**src/rtl/packet_bit_timer_pkg.sv**
```systemverilog
// Shared types and constants for the packet bit timer: state encoding and the
// minimum usable bit period.
package packet_bit_timer_pkg;

    typedef enum logic [2:0] {
        IDLE   = 3'd0,
        FIRST  = 3'd1,
        DATA   = 3'd2,
        PARITY = 3'd3,
        STOP   = 3'd4,
        WAIT   = 3'd5
    } bit_timer_state_t;

    localparam logic [2:0] ST_IDLE   = 3'd0;
    localparam logic [2:0] ST_FIRST  = 3'd1;
    localparam logic [2:0] ST_DATA   = 3'd2;
    localparam logic [2:0] ST_PARITY = 3'd3;
    localparam logic [2:0] ST_STOP   = 3'd4;
    localparam logic [2:0] ST_WAIT   = 3'd5;

    localparam int MIN_PERIOD = 2;

endpackage

```
**src/rtl/packet_bit_timer_if.sv**
```systemverilog
// Configuration, control and strobe bundle between the start-bit detector,
// the timer and the receive shift register; state is exposed for debug.
interface packet_bit_timer_if import packet_bit_timer_pkg::*; #(
    parameter int CNT_BITS  = 14,
    parameter int SIZE_BITS = 4
) ();
    // Level interface, no handshake: enable_timer is held high for a whole
    // frame, each *_strobe / packet_done is a single-cycle registered pulse.
    logic                 enable_timer;
    logic [CNT_BITS-1:0]  bit_period;
    logic [SIZE_BITS-1:0] data_size;
    logic                 parity_en;
    logic [1:0]           stop_bits;
    logic                 sample_mid;
    logic                 shift_strobe;
    logic                 parity_strobe;
    logic                 stop_strobe;
    logic                 packet_done;
    logic [SIZE_BITS-1:0] bit_index;
    logic                 busy;
    bit_timer_state_t     state;

    modport master (
        output enable_timer, bit_period, data_size, parity_en, stop_bits, sample_mid,
        input  shift_strobe, parity_strobe, stop_strobe, packet_done, bit_index, busy, state
    );

    modport slave (
        input  enable_timer, bit_period, data_size, parity_en, stop_bits, sample_mid,
        output shift_strobe, parity_strobe, stop_strobe, packet_done, bit_index, busy, state
    );
endinterface

```
**src/rtl/packet_bit_timer_flex_counter.sv**
```systemverilog
// Flexible cycle counter: counts 0..rollover_val-1 while enabled and flags the
// last cycle of each phase so the owner can register a strobe on that edge.
module packet_bit_timer_flex_counter #(
    parameter int NUM_CNT_BITS = 15
) (
    input  logic                    clk,
    input  logic                    n_rst,
    input  logic                    clear_i,
    input  logic                    count_enable_i,
    input  logic [NUM_CNT_BITS-1:0] rollover_val_i,
    output logic                    rollover_flag_o
);
    logic [NUM_CNT_BITS-1:0] count_q, count_d;

    always_comb begin
        rollover_flag_o = count_enable_i &&
                          (count_q == rollover_val_i - NUM_CNT_BITS'(1));
        count_d = count_q;
        if (clear_i)
            count_d = '0;
        else if (rollover_flag_o)
            count_d = '0;
        else if (count_enable_i)
            count_d = count_q + NUM_CNT_BITS'(1);
    end

    always_ff @(posedge clk or negedge n_rst) begin
        if (!n_rst) count_q <= '0;
        else        count_q <= count_d;
    end
endmodule

```
**src/rtl/packet_bit_timer.sv**
```systemverilog
// Frame bit timer: from a start-bit trigger, emits data, parity and stop
// sample strobes at a latched bit period, with optional mid-bit offset.
module packet_bit_timer import packet_bit_timer_pkg::*; #(
    parameter int CNT_BITS  = 14,
    parameter int SIZE_BITS = 4,
    parameter int MAX_DATA  = 9,
    parameter int MAX_STOP  = 2
) (
    input  logic               clk,
    input  logic               n_rst,
    packet_bit_timer_if.slave  tif
);
    localparam logic [SIZE_BITS-1:0] ONE_S = SIZE_BITS'(1);

    logic [2:0]           state_q, state_d;
    logic [CNT_BITS-1:0]  period_q, period_d, period_s;
    logic [CNT_BITS:0]    first_len_q, first_len_d, first_len_s, phase_len;
    logic [SIZE_BITS-1:0] dsize_q, dsize_d, dsize_s;
    logic [SIZE_BITS-1:0] bit_idx_q, bit_idx_d;
    logic [1:0]           nstop_q, nstop_d, nstop_s;
    logic [1:0]           stop_cnt_q, stop_cnt_d;
    logic                 par_q, par_d;
    logic                 shift_q, shift_d, parity_q, parity_d;
    logic                 stop_q, stop_d, done_q, done_d, busy_q, busy_d;
    logic                 active, cnt_clear, cnt_flag;
    logic [2:0]           after_data;

    always_comb begin
        period_s = (tif.bit_period < CNT_BITS'(MIN_PERIOD)) ? CNT_BITS'(MIN_PERIOD)
                                                             : tif.bit_period;
        first_len_s = {1'b0, period_s} +
                      (tif.sample_mid ? {2'b00, period_s[CNT_BITS-1:1]} : '0);
        if (tif.data_size == '0)                         dsize_s = ONE_S;
        else if (tif.data_size > SIZE_BITS'(MAX_DATA))   dsize_s = SIZE_BITS'(MAX_DATA);
        else                                             dsize_s = tif.data_size;
        if (tif.stop_bits == 2'd0)                       nstop_s = 2'd1;
        else if (tif.stop_bits > 2'(MAX_STOP))           nstop_s = 2'(MAX_STOP);
        else                                             nstop_s = tif.stop_bits;
    end

    // The cycle counter only runs while a frame is live; dropping enable clears it
    // on the same edge the FSM aborts, so a coincident strobe is suppressed.
    assign active    = state_q inside {ST_FIRST, ST_DATA, ST_PARITY, ST_STOP};
    assign cnt_clear = !active || !tif.enable_timer;
    assign phase_len = (state_q == ST_FIRST) ? first_len_q : {1'b0, period_q};

    packet_bit_timer_flex_counter #(.NUM_CNT_BITS(CNT_BITS + 1)) u_cycle_cnt (
        .clk             (clk),
        .n_rst           (n_rst),
        .clear_i         (cnt_clear),
        .count_enable_i  (active),
        .rollover_val_i  (phase_len),
        .rollover_flag_o (cnt_flag)
    );

    assign after_data = par_q ? ST_PARITY : ST_STOP;

    always_comb begin
        state_d     = state_q;
        period_d    = period_q;
        first_len_d = first_len_q;
        dsize_d     = dsize_q;
        nstop_d     = nstop_q;
        par_d       = par_q;
        bit_idx_d   = bit_idx_q;
        stop_cnt_d  = stop_cnt_q;
        shift_d     = 1'b0;
        parity_d    = 1'b0;
        stop_d      = 1'b0;
        done_d      = 1'b0;
        if (active && !tif.enable_timer) begin
            state_d    = ST_IDLE;
            bit_idx_d  = '0;
            stop_cnt_d = 2'd0;
        end else begin
            case (state_q)
                ST_IDLE: begin
                    bit_idx_d  = '0;
                    stop_cnt_d = 2'd0;
                    if (tif.enable_timer) begin
                        state_d     = ST_FIRST;
                        period_d    = period_s;
                        first_len_d = first_len_s;
                        dsize_d     = dsize_s;
                        nstop_d     = nstop_s;
                        par_d       = tif.parity_en;
                    end
                end
                ST_FIRST: if (cnt_flag) begin
                    shift_d   = 1'b1;
                    bit_idx_d = '0;
                    state_d   = (dsize_q == ONE_S) ? after_data : ST_DATA;
                end
                ST_DATA: if (cnt_flag) begin
                    shift_d   = 1'b1;
                    bit_idx_d = bit_idx_q + ONE_S;
                    if (bit_idx_q + ONE_S == dsize_q - ONE_S) state_d = after_data;
                end
                ST_PARITY: if (cnt_flag) begin
                    parity_d = 1'b1;
                    state_d  = ST_STOP;
                end
                ST_STOP: if (cnt_flag) begin
                    stop_d = 1'b1;
                    if (stop_cnt_q + 2'd1 == nstop_q) begin
                        done_d     = 1'b1;
                        stop_cnt_d = 2'd0;
                        state_d    = ST_WAIT;
                    end else begin
                        stop_cnt_d = stop_cnt_q + 2'd1;
                    end
                end
                ST_WAIT: if (!tif.enable_timer) begin
                    state_d   = ST_IDLE;
                    bit_idx_d = '0;
                end
                default: state_d = ST_IDLE;
            endcase
        end
        busy_d = (state_d != ST_IDLE);
    end

    always_ff @(posedge clk or negedge n_rst) begin
        if (!n_rst) begin
            state_q     <= ST_IDLE;
            period_q    <= '0;
            first_len_q <= '0;
            dsize_q     <= '0;
            nstop_q     <= 2'd0;
            par_q       <= 1'b0;
            bit_idx_q   <= '0;
            stop_cnt_q  <= 2'd0;
            shift_q     <= 1'b0;
            parity_q    <= 1'b0;
            stop_q      <= 1'b0;
            done_q      <= 1'b0;
            busy_q      <= 1'b0;
        end else begin
            state_q     <= state_d;
            period_q    <= period_d;
            first_len_q <= first_len_d;
            dsize_q     <= dsize_d;
            nstop_q     <= nstop_d;
            par_q       <= par_d;
            bit_idx_q   <= bit_idx_d;
            stop_cnt_q  <= stop_cnt_d;
            shift_q     <= shift_d;
            parity_q    <= parity_d;
            stop_q      <= stop_d;
            done_q      <= done_d;
            busy_q      <= busy_d;
        end
    end

    assign tif.shift_strobe  = shift_q;
    assign tif.parity_strobe = parity_q;
    assign tif.stop_strobe   = stop_q;
    assign tif.packet_done   = done_q;
    assign tif.bit_index     = bit_idx_q;
    assign tif.busy          = busy_q;
    assign tif.state         = bit_timer_state_t'(state_q);
endmodule

```
**src/flat_wrapper.sv**
```systemverilog
// flat-port wrapper written by rule: the top's interface ports become plain ports
module packet_bit_timer_flat import packet_bit_timer_pkg::*;
#(
    parameter int CNT_BITS  = 14,
    parameter int SIZE_BITS = 4,
    parameter int MAX_DATA  = 9,
    parameter int MAX_STOP  = 2
)
  (clk, n_rst, tif_enable_timer, tif_bit_period, tif_data_size, tif_parity_en, tif_stop_bits, tif_sample_mid, tif_shift_strobe, tif_parity_strobe, tif_stop_strobe, tif_packet_done, tif_bit_index, tif_busy, tif_state);
  packet_bit_timer_if #(.CNT_BITS(CNT_BITS), .SIZE_BITS(SIZE_BITS)) tif_i ();
  input  logic clk;
  input  logic n_rst;
  input wire logic [$bits(tif_i.enable_timer)-1:0] tif_enable_timer;
  input wire logic [$bits(tif_i.bit_period)-1:0] tif_bit_period;
  input wire logic [$bits(tif_i.data_size)-1:0] tif_data_size;
  input wire logic [$bits(tif_i.parity_en)-1:0] tif_parity_en;
  input wire logic [$bits(tif_i.stop_bits)-1:0] tif_stop_bits;
  input wire logic [$bits(tif_i.sample_mid)-1:0] tif_sample_mid;
  output wire logic [$bits(tif_i.shift_strobe)-1:0] tif_shift_strobe;
  output wire logic [$bits(tif_i.parity_strobe)-1:0] tif_parity_strobe;
  output wire logic [$bits(tif_i.stop_strobe)-1:0] tif_stop_strobe;
  output wire logic [$bits(tif_i.packet_done)-1:0] tif_packet_done;
  output wire logic [$bits(tif_i.bit_index)-1:0] tif_bit_index;
  output wire logic [$bits(tif_i.busy)-1:0] tif_busy;
  output wire logic [$bits(tif_i.state)-1:0] tif_state;
  assign tif_i.enable_timer = tif_enable_timer;
  assign tif_i.bit_period = tif_bit_period;
  assign tif_i.data_size = tif_data_size;
  assign tif_i.parity_en = tif_parity_en;
  assign tif_i.stop_bits = tif_stop_bits;
  assign tif_i.sample_mid = tif_sample_mid;
  assign tif_shift_strobe = tif_i.shift_strobe;
  assign tif_parity_strobe = tif_i.parity_strobe;
  assign tif_stop_strobe = tif_i.stop_strobe;
  assign tif_packet_done = tif_i.packet_done;
  assign tif_bit_index = tif_i.bit_index;
  assign tif_busy = tif_i.busy;
  assign tif_state = tif_i.state;
  packet_bit_timer #(.CNT_BITS(CNT_BITS), .SIZE_BITS(SIZE_BITS), .MAX_DATA(MAX_DATA), .MAX_STOP(MAX_STOP)) u_core (.clk(clk), .n_rst(n_rst), .tif(tif_i));
endmodule
```
**config.mk**
```make
export PLATFORM = sky130hd
export DESIGN_NAME = packet_bit_timer_flat
export DESIGN_NICKNAME = d
export VERILOG_FILES = /design/src/rtl/packet_bit_timer_pkg.sv /design/src/rtl/packet_bit_timer_if.sv /design/src/rtl/packet_bit_timer_flex_counter.sv /design/src/rtl/packet_bit_timer.sv /design/src/flat_wrapper.sv
export SDC_FILE = /design/constraint.sdc
export NUM_CORES = 1
export LEC_CHECK = 0
export BUFFER_PORTS_ARGS = -buffer_cell sky130_fd_sc_hd__buf_2
export CAP_MARGIN = 20
export CORE_MARGIN = 10
export CORE_UTILIZATION = 55
export DETAILED_ROUTE_END_ITERATION = 10
export GPL_TIMING_DRIVEN = 1
export PLACE_DENSITY = 0.77
export SLEW_MARGIN = 10
export SYNTH_ARGS = -nofsm -noshare
export SYNTH_HDL_FRONTEND = slang
export SYNTH_HIERARCHICAL = 1
export SYNTH_SLANG_ARGS = --single-unit
```
**constraint.sdc**
```tcl
create_clock -name clk -period 4.8 [get_ports clk]
set_input_delay 1.2 -clock clk [delete_from_list [all_inputs] [get_ports clk]]
set_output_delay 1.2 -clock clk [all_outputs]
set_load 0.05 [all_outputs]
```
* Word-level counts from Yosys, hierarchy flattened
Index checks and enable logic that the tools add are counted.
** Storage, ports and cells
- Register bits :: 65
- Bits of input ports :: 25
- Output and inout bits :: 12
- Word-level logic and storage cells :: 96
** Operators by class
- Add/subtract/negate cells :: 6
- $lt $le $gt $ge :: 3
- Eq/ne operators :: 13
- Muxes and demuxes :: 42
- Bitwise gates (word level) :: 1
- Reduce and logical (&&, ||, !) cells :: 17
** Operators with widths (count)
- $mux W15 :: 4
- $mux W3 :: 11
- $mux W4 :: 6
- $pmux W3 S6 :: 1
- $pmux W4 S4 :: 1
- $add A14 B15 Y15 :: 1
- $add A15 B1 Y15 const B :: 1
- $eq A15 B15 Y1 :: 1
- $sub A15 B1 Y15 const B :: 1
- $lt A14 B2 Y1 const B :: 1
- $mux W14 :: 1
- $mux W13 :: 1
- $ne A3 B2 Y1 const B :: 4
- $mux W1 :: 11
- $mux W2 :: 5
- $reduce_bool A3 Y1 :: 3
- $eq A3 B2 Y1 const B :: 2
- $eq A3 B3 Y1 const B :: 2
- $reduce_bool A5 Y1 :: 1
- $add A4 B1 Y4 const B :: 1
- $eq A4 B1 Y1 const B :: 1
- $eq A4 B4 Y1 :: 1
- $gt A4 B4 Y1 const B :: 1
- $logic_not A4 Y1 :: 1
- 17 further kinds :: 19

* Longest topological paths before layout
- Word-level depth :: 9
- Mapped depth :: 21
- Gate-level depth less buffers :: 17

* By module
The synthesis kept the hierarchy.
** By module, submodules not included
- packet_bit_timer :: times used 1, cells an instance 383, area an instance 3199.3 um^2, seq. area each 1251.2 um^2
- packet_bit_timer_flex_counter :: times used 1, cells an instance 184, area an instance 1506.4 um^2, seq. area each 375.4 um^2

* Worst setup path before layout
Ideal clock, no wire load.
- Path type :: register to register
- Start :: register u_core.state_q[0], in the netlist u_core/tif.state[0]
- End :: register u_core.bit_idx_q[3], in the netlist u_core/tif.bit_index[3]
- Setup time :: 0.083 ns
- Arrival time :: 4.657 ns
- Data required time :: 4.717 ns
- Setup slack :: 0.060 ns
- Cell stages (with the launch flop) :: 20
- Buffers on the path :: 4
- Period minus slack after synthesis :: 4.740 ns
- Cell sequence :: dfrtp_1 -> buf_2 -> nor3b_2 -> buf_2 -> mux2_2 -> nor3_1 -> nand4_1 -> or3b_1 -> a31oi_2 -> o2111ai_4 -> buf_6 -> inv_2 -> buf_2 -> inv_1 -> maj3_1 -> o21ai_0 -> nand2_1 -> nor3_1 -> a21oi_1 -> o21ai_0
** Between the ends
- Cells in the longest elaborated chain, start to end :: 7
- Elaborated cells on any way between the ends :: 19
- Classes of those cells :: add/sub: 1; eq/ne: 9; mux: 3; reduce/logical: 6
** Ends and longest elaborated chain
- from (decl) :: line packet_bit_timer.sv:15 : logic [2:0] state_q, state_d;
- from (signal assigned) :: line packet_bit_timer.sv:139 : state_q <= state_d;
- $eq A3 B1 Y1 * :: line packet_bit_timer.sv:45 : assign phase_len = (state_q == ST_FIRST) ? first_len_q : {1'b0, period_q};
- $mux W15 * :: line packet_bit_timer.sv:45
- net u_core.phase_len[6] :: line packet_bit_timer.sv:17 : logic [CNT_BITS:0] first_len_q, first_len_d, first_len_s, phase_len;
- $sub A15 B1 Y15 * :: line packet_bit_timer_flex_counter.sv:17 : (count_q == rollover_val_i - NUM_CNT_BITS'(1));
- $eq A15 B15 Y1 * :: line packet_bit_timer_flex_counter.sv:17
- $logic_and A1 B1 Y1 * :: line packet_bit_timer_flex_counter.sv:16 : rollover_flag_o = count_enable_i &&
- net u_core.cnt_flag :: line packet_bit_timer.sv:25 : logic active, cnt_clear, cnt_flag;
- $ne A3 B2 Y1 (no source line)
- $reduce_and A4 Y1 (no source line) *
- to (signal assigned) :: line packet_bit_timer.sv:145 : bit_idx_q <= bit_idx_d;
- to (decl) :: line packet_bit_timer.sv:19 : logic [SIZE_BITS-1:0] bit_idx_q, bit_idx_d;
The timed path passes the listed nets; every way through them passes the cells marked *.
A chain may end at the register's enable or synchronous reset.

* Worst setup path after layout
- Start :: register u_core.state_q[1], in the netlist u_core/tif.state[1]
- End :: register u_core.bit_idx_q[3], in the netlist u_core/tif.bit_index[3]
The elaborated chain is that of the path after synthesis.

==> reports/summary.log <==
[run_status] result of the run finished, final reports clean
[drt] via count 4050
[sta] Tmin final 4.32 ns
[logic_synthesis] Post-Synth XOR/XNOR Area 8.00%
[logic_synthesis] total of flip-flops plus latches after synthesis 65
[cells_and_area] most common cell after layout, fill and taps aside sky130_fd_sc_hd__nand2_1
[logic_synthesis] synth unique cells 64
[sta] number of slew-limit violations in the final report 0
[logic_synthesis] Post-synth EDFFs 0
[floorplanning] boundary pin count 37
[floorplanning] core area 8260 sq um
[power] power per unit of standard cell area 509 nW/um^2
[sta] setup_tns 0 ns
[power] sw frac 40.0%
[cts] CTS resizes 0
[worst_hold_path] worst hold path type reg -> reg
[logic_synthesis] synthesized netlist cell count 567
[power] fraction of power consumed by the clock network 22.1%
[global_route] GRT Overall Usage 16.5%
[power] Int Pwr 1.59 mW
[cts] clock latency of the later-clocked register in the worst-skew pair 0.34 ns
[drt] drt total wl 10500 um
[logic_synthesis] Synth Net Count 608
[setup_path] worst reg2reg setup slack 0.48 ns
[drt] per-cell routed wire length 15.0 um
[logic_synthesis] fraction of the yosys area taken by sequential cells 34.6%
[cts] CTS Buffer Depth 2
[sta] share of the clock period used by the worst path after layout 90.0%
[drt] number of detailed-route iterations in the first pass 5
[cells_and_area] fraction of layout instances using a drive strength above 1 15.7%
[global_route] vias in the first global route 3946
[setup_path] type of origin of the critical path register
[sta] headroom to the max-slew limit 58.7%
[drt] DRC errors left 0
[global_route] first-pass GRT wire length 18100 um
[logic_synthesis] Post-Synthesis Mean Instance Area 8.30 sq um
[floorplanning] width of the die 113 um
[setup_path] required arrival time at the worst endpoint 5.06 ns
[power] static leakage 2.28 nW
[logic_synthesis] dominant combinational cell family by area after synthesis simple AND/OR/NAND/NOR gates
[setup_path] critical path peak fanout 10
[cells_and_area] number of nets in the finished design 630
[global_route] grt ovf 0
[power] Reg power frac 30.1%
[floorplanning] total die area 12700 sq um
[setup_path] arrival time of the worst setup path 4.58 ns
[cts] clock transition at the registers of the reported paths 0.08 ns
[place] DPL Wire Length 7840 um
[sta] Max Fclk 231 MHz
[power] Pwr Total 2.64 mW
[cells_and_area] Antenna Cells 0
[logic_synthesis] synthesized-area fraction occupied by and/or/nand/nor cells 29.8%
[drt] ANT nets after route 0
[logic_synthesis] share of cell area taken by muxes after synthesis 4.52%
[sta] setup clock skew after layout 0.0124 ns
[logic_synthesis] number of warnings issued by yosys 6
[cts] hold buffer count at cts 0
[logic_synthesis] Post-synth ARST share 100%
[power] peak supply drop 0.192 mV
[place] quantity of I/O buffers inserted on ports 35
[cts] H-Tree Level Count 3
[sta] setup repair after global routing missed its margin false
[logic_synthesis] Synth Area in Compound Gates 14.0%
[drt] initial drt markers 170
[cts] count of clock tree sinks 65
[power] switching component of the power 1.06 mW
[power] fraction of power consumed by combinational cells 47.8%
[setup_path] Worst setup EP type register
[floorplanning] die boundary height 113 um
[global_route] number of antenna violations at the first check in global routing 0
[logic_synthesis] netlist area before placement 4710 sq um
[logic_synthesis] Synth Area in Adders 4.63%
[place] Routability Congestion 0.915
[cts] buffer type at the clock tree root sky130_fd_sc_hd__clkbuf_8
[cts] total CTS buffers 9
[sta] Worst-Margin Slew 0.614 ns
[cells_and_area] most frequent cells in the layout sky130_fd_sc_hd__nand2_1 (109), sky130_fd_sc_hd__dfrtp_1 (65), sky130_fd_sc_hd__buf_2 (35)
[floorplanning] Row Count 33
[logic_synthesis] primary flip-flop cell chosen by synthesis mapping sky130_fd_sc_hd__dfrtp_1
[setup_path] CP Class reg -> reg
[job] max-capacitance violation count 0
[cts] CTS tree built
[cts] Post-CTS Repair Setup Buffers 0
[sta] Finish-stage setup viols 0
[cells_and_area] Layout area overhead 10.3%
[sta] Fin. Hold Viols 0
[global_route] maximum number of pins on one net before global-route repair 45
[floorplanning] initial core utilization 57.0%
[drt] post-detailed-route via-to-cell ratio 5.79
[per-stage QoR]
step	cells	utilization (%)	area [sq um]	setup slack (ns)	hold slack, ns
2_1_floorplan	567	-	4710	0.0602	0.433
3_3_place_gp	683	59.8	4940	0.614	0.448
3_5_place_dp	683	59.8	4940	0.518	0.452
4_1_cts	699	62.8	5190	0.516	0.467
5_1_grt	699	62.8	5190	0.0942	0.504
6_report	699	62.8	5190	0.479	0.464
[sequential cells by signal, indices dropped and copies added, names as in the netlist]
register                    cells
u_core/tif.parity_strobe        1
u_core/tif.stop_strobe          1
u_core/first_len_q             15
u_core/tif.packet_done          1
u_core/tif.bit_index            4
u_core/stop_cnt_q               2
u_core/dsize_q                  4
u_core/tif.busy                 1
u_core/nstop_q                  2
u_core/period_q                14
u_core/par_q                    1
u_core/u_cycle_cnt/count_q     15
u_core/tif.shift_strobe         1
u_core/tif.state                3
[area by class of cell]
class / count / area, sq um
fill: 737 / 3070
multi-input combinational: 454 / 2870
sequential: 65 / 1630
timing repair buffer: 46 / 258
clock buffer: 10 / 138
tap: 105 / 131
clock inverter: 6 / 114
inverter: 13 / 48.8
[power by group through the flow]
| stage | registers (mW) | clock network [mW] | logic [mW] |
|---|---|---|---|
| after floorplan | 0.793 | 0 | 0.977 |
| after global placement | 0.796 | 0 | 1.21 |
| after detailed placement | 0.806 | 0 | 1.25 |
| after CTS | 0.796 | 0.593 | 1.26 |
| after global routing | 0.815 | 0.616 | 1.41 |
| final | 0.796 | 0.584 | 1.26 |
[path summary, 6_finish.rpt]
kind                                  startpoint                 endpoint  depth (start not counted)
hold reg to reg            u_core/first_len_q[5]    u_core/first_len_q[5]                          2
min in group asynchronous                  n_rst     u_core/stop_cnt_q[1]                          1
setup reg to reg             u_core/tif.state[1]  u_core/tif.bit_index[3]                         17
max in group asynchronous                  n_rst       u_core/period_q[9]                          2
hold / removal             u_core/first_len_q[5]    u_core/first_len_q[5]                          2
setup / recovery             u_core/tif.state[1]  u_core/tif.bit_index[3]                         17
[cells in the mapped netlist, types with 9 or more instances]
cell type	instances	area share (%)
sky130_fd_sc_hd__nand2_1	109	8.7
sky130_fd_sc_hd__dfrtp_1	65	35
sky130_fd_sc_hd__nor2_1	33	2.6
sky130_fd_sc_hd__o21ai_0	32	3.4
sky130_fd_sc_hd__xnor2_1	25	4.7
sky130_fd_sc_hd__clkbuf_1	22	1.8
sky130_fd_sc_hd__a21oi_1	21	2.2
sky130_fd_sc_hd__nand3_1	19	2.0
sky130_fd_sc_hd__mux2_2	18	4.3
sky130_fd_sc_hd__nand2b_1	18	2.4
sky130_fd_sc_hd__xor2_1	18	3.4
sky130_fd_sc_hd__a31oi_1	16	2.1
sky130_fd_sc_hd__and2_1	15	2.0
sky130_fd_sc_hd__ha_1	15	4.0
sky130_fd_sc_hd__inv_1	12	0.96
sky130_fd_sc_hd__nand3b_1	11	1.8
sky130_fd_sc_hd__nor3_1	11	1.2
sky130_fd_sc_hd__nor2b_1	9	1.2
[metal layers]
layer  global-route usage (%)  wire length, um  vias up
li1                         -                -     2021
met1                     21.6             5070     1954
met2                     27.1             5050       61
met3                     1.92              211       14
met4                     6.68              168        0
met5                        0                0        -
[worst max-delay path: stages, from the launching register on]
cell and delay (ns):
sky130_fd_sc_hd__dfrtp_1 0.39, sky130_fd_sc_hd__nor3b_2 0.38, sky130_fd_sc_hd__mux2_2 0.43, sky130_fd_sc_hd__inv_1 0.07, sky130_fd_sc_hd__ha_1 0.34, sky130_fd_sc_hd__xor2_1 0.16, sky130_fd_sc_hd__nor4b_1 0.38, sky130_fd_sc_hd__o32ai_1 0.17
sky130_fd_sc_hd__nor4_2 0.45, sky130_fd_sc_hd__o2111ai_4 0.20, sky130_fd_sc_hd__inv_2 0.19, sky130_fd_sc_hd__inv_1 0.08, sky130_fd_sc_hd__maj3_1 0.35, sky130_fd_sc_hd__o21ai_0 0.14, sky130_fd_sc_hd__nand2_1 0.15, sky130_fd_sc_hd__nor3_1 0.16
sky130_fd_sc_hd__a21oi_1 0.05, sky130_fd_sc_hd__o21ai_0 0.14
[cell families after synthesis]
family	count (synthesis)
muxes	19
adders and majority gates	17
and+or+nand+nor	273
AOI/OAI and AO/OA	102
DFF	65
buffers and inverters	48
xor gates and xnor gates	43
No activity file was read; power rests on OpenSTA's default activity.
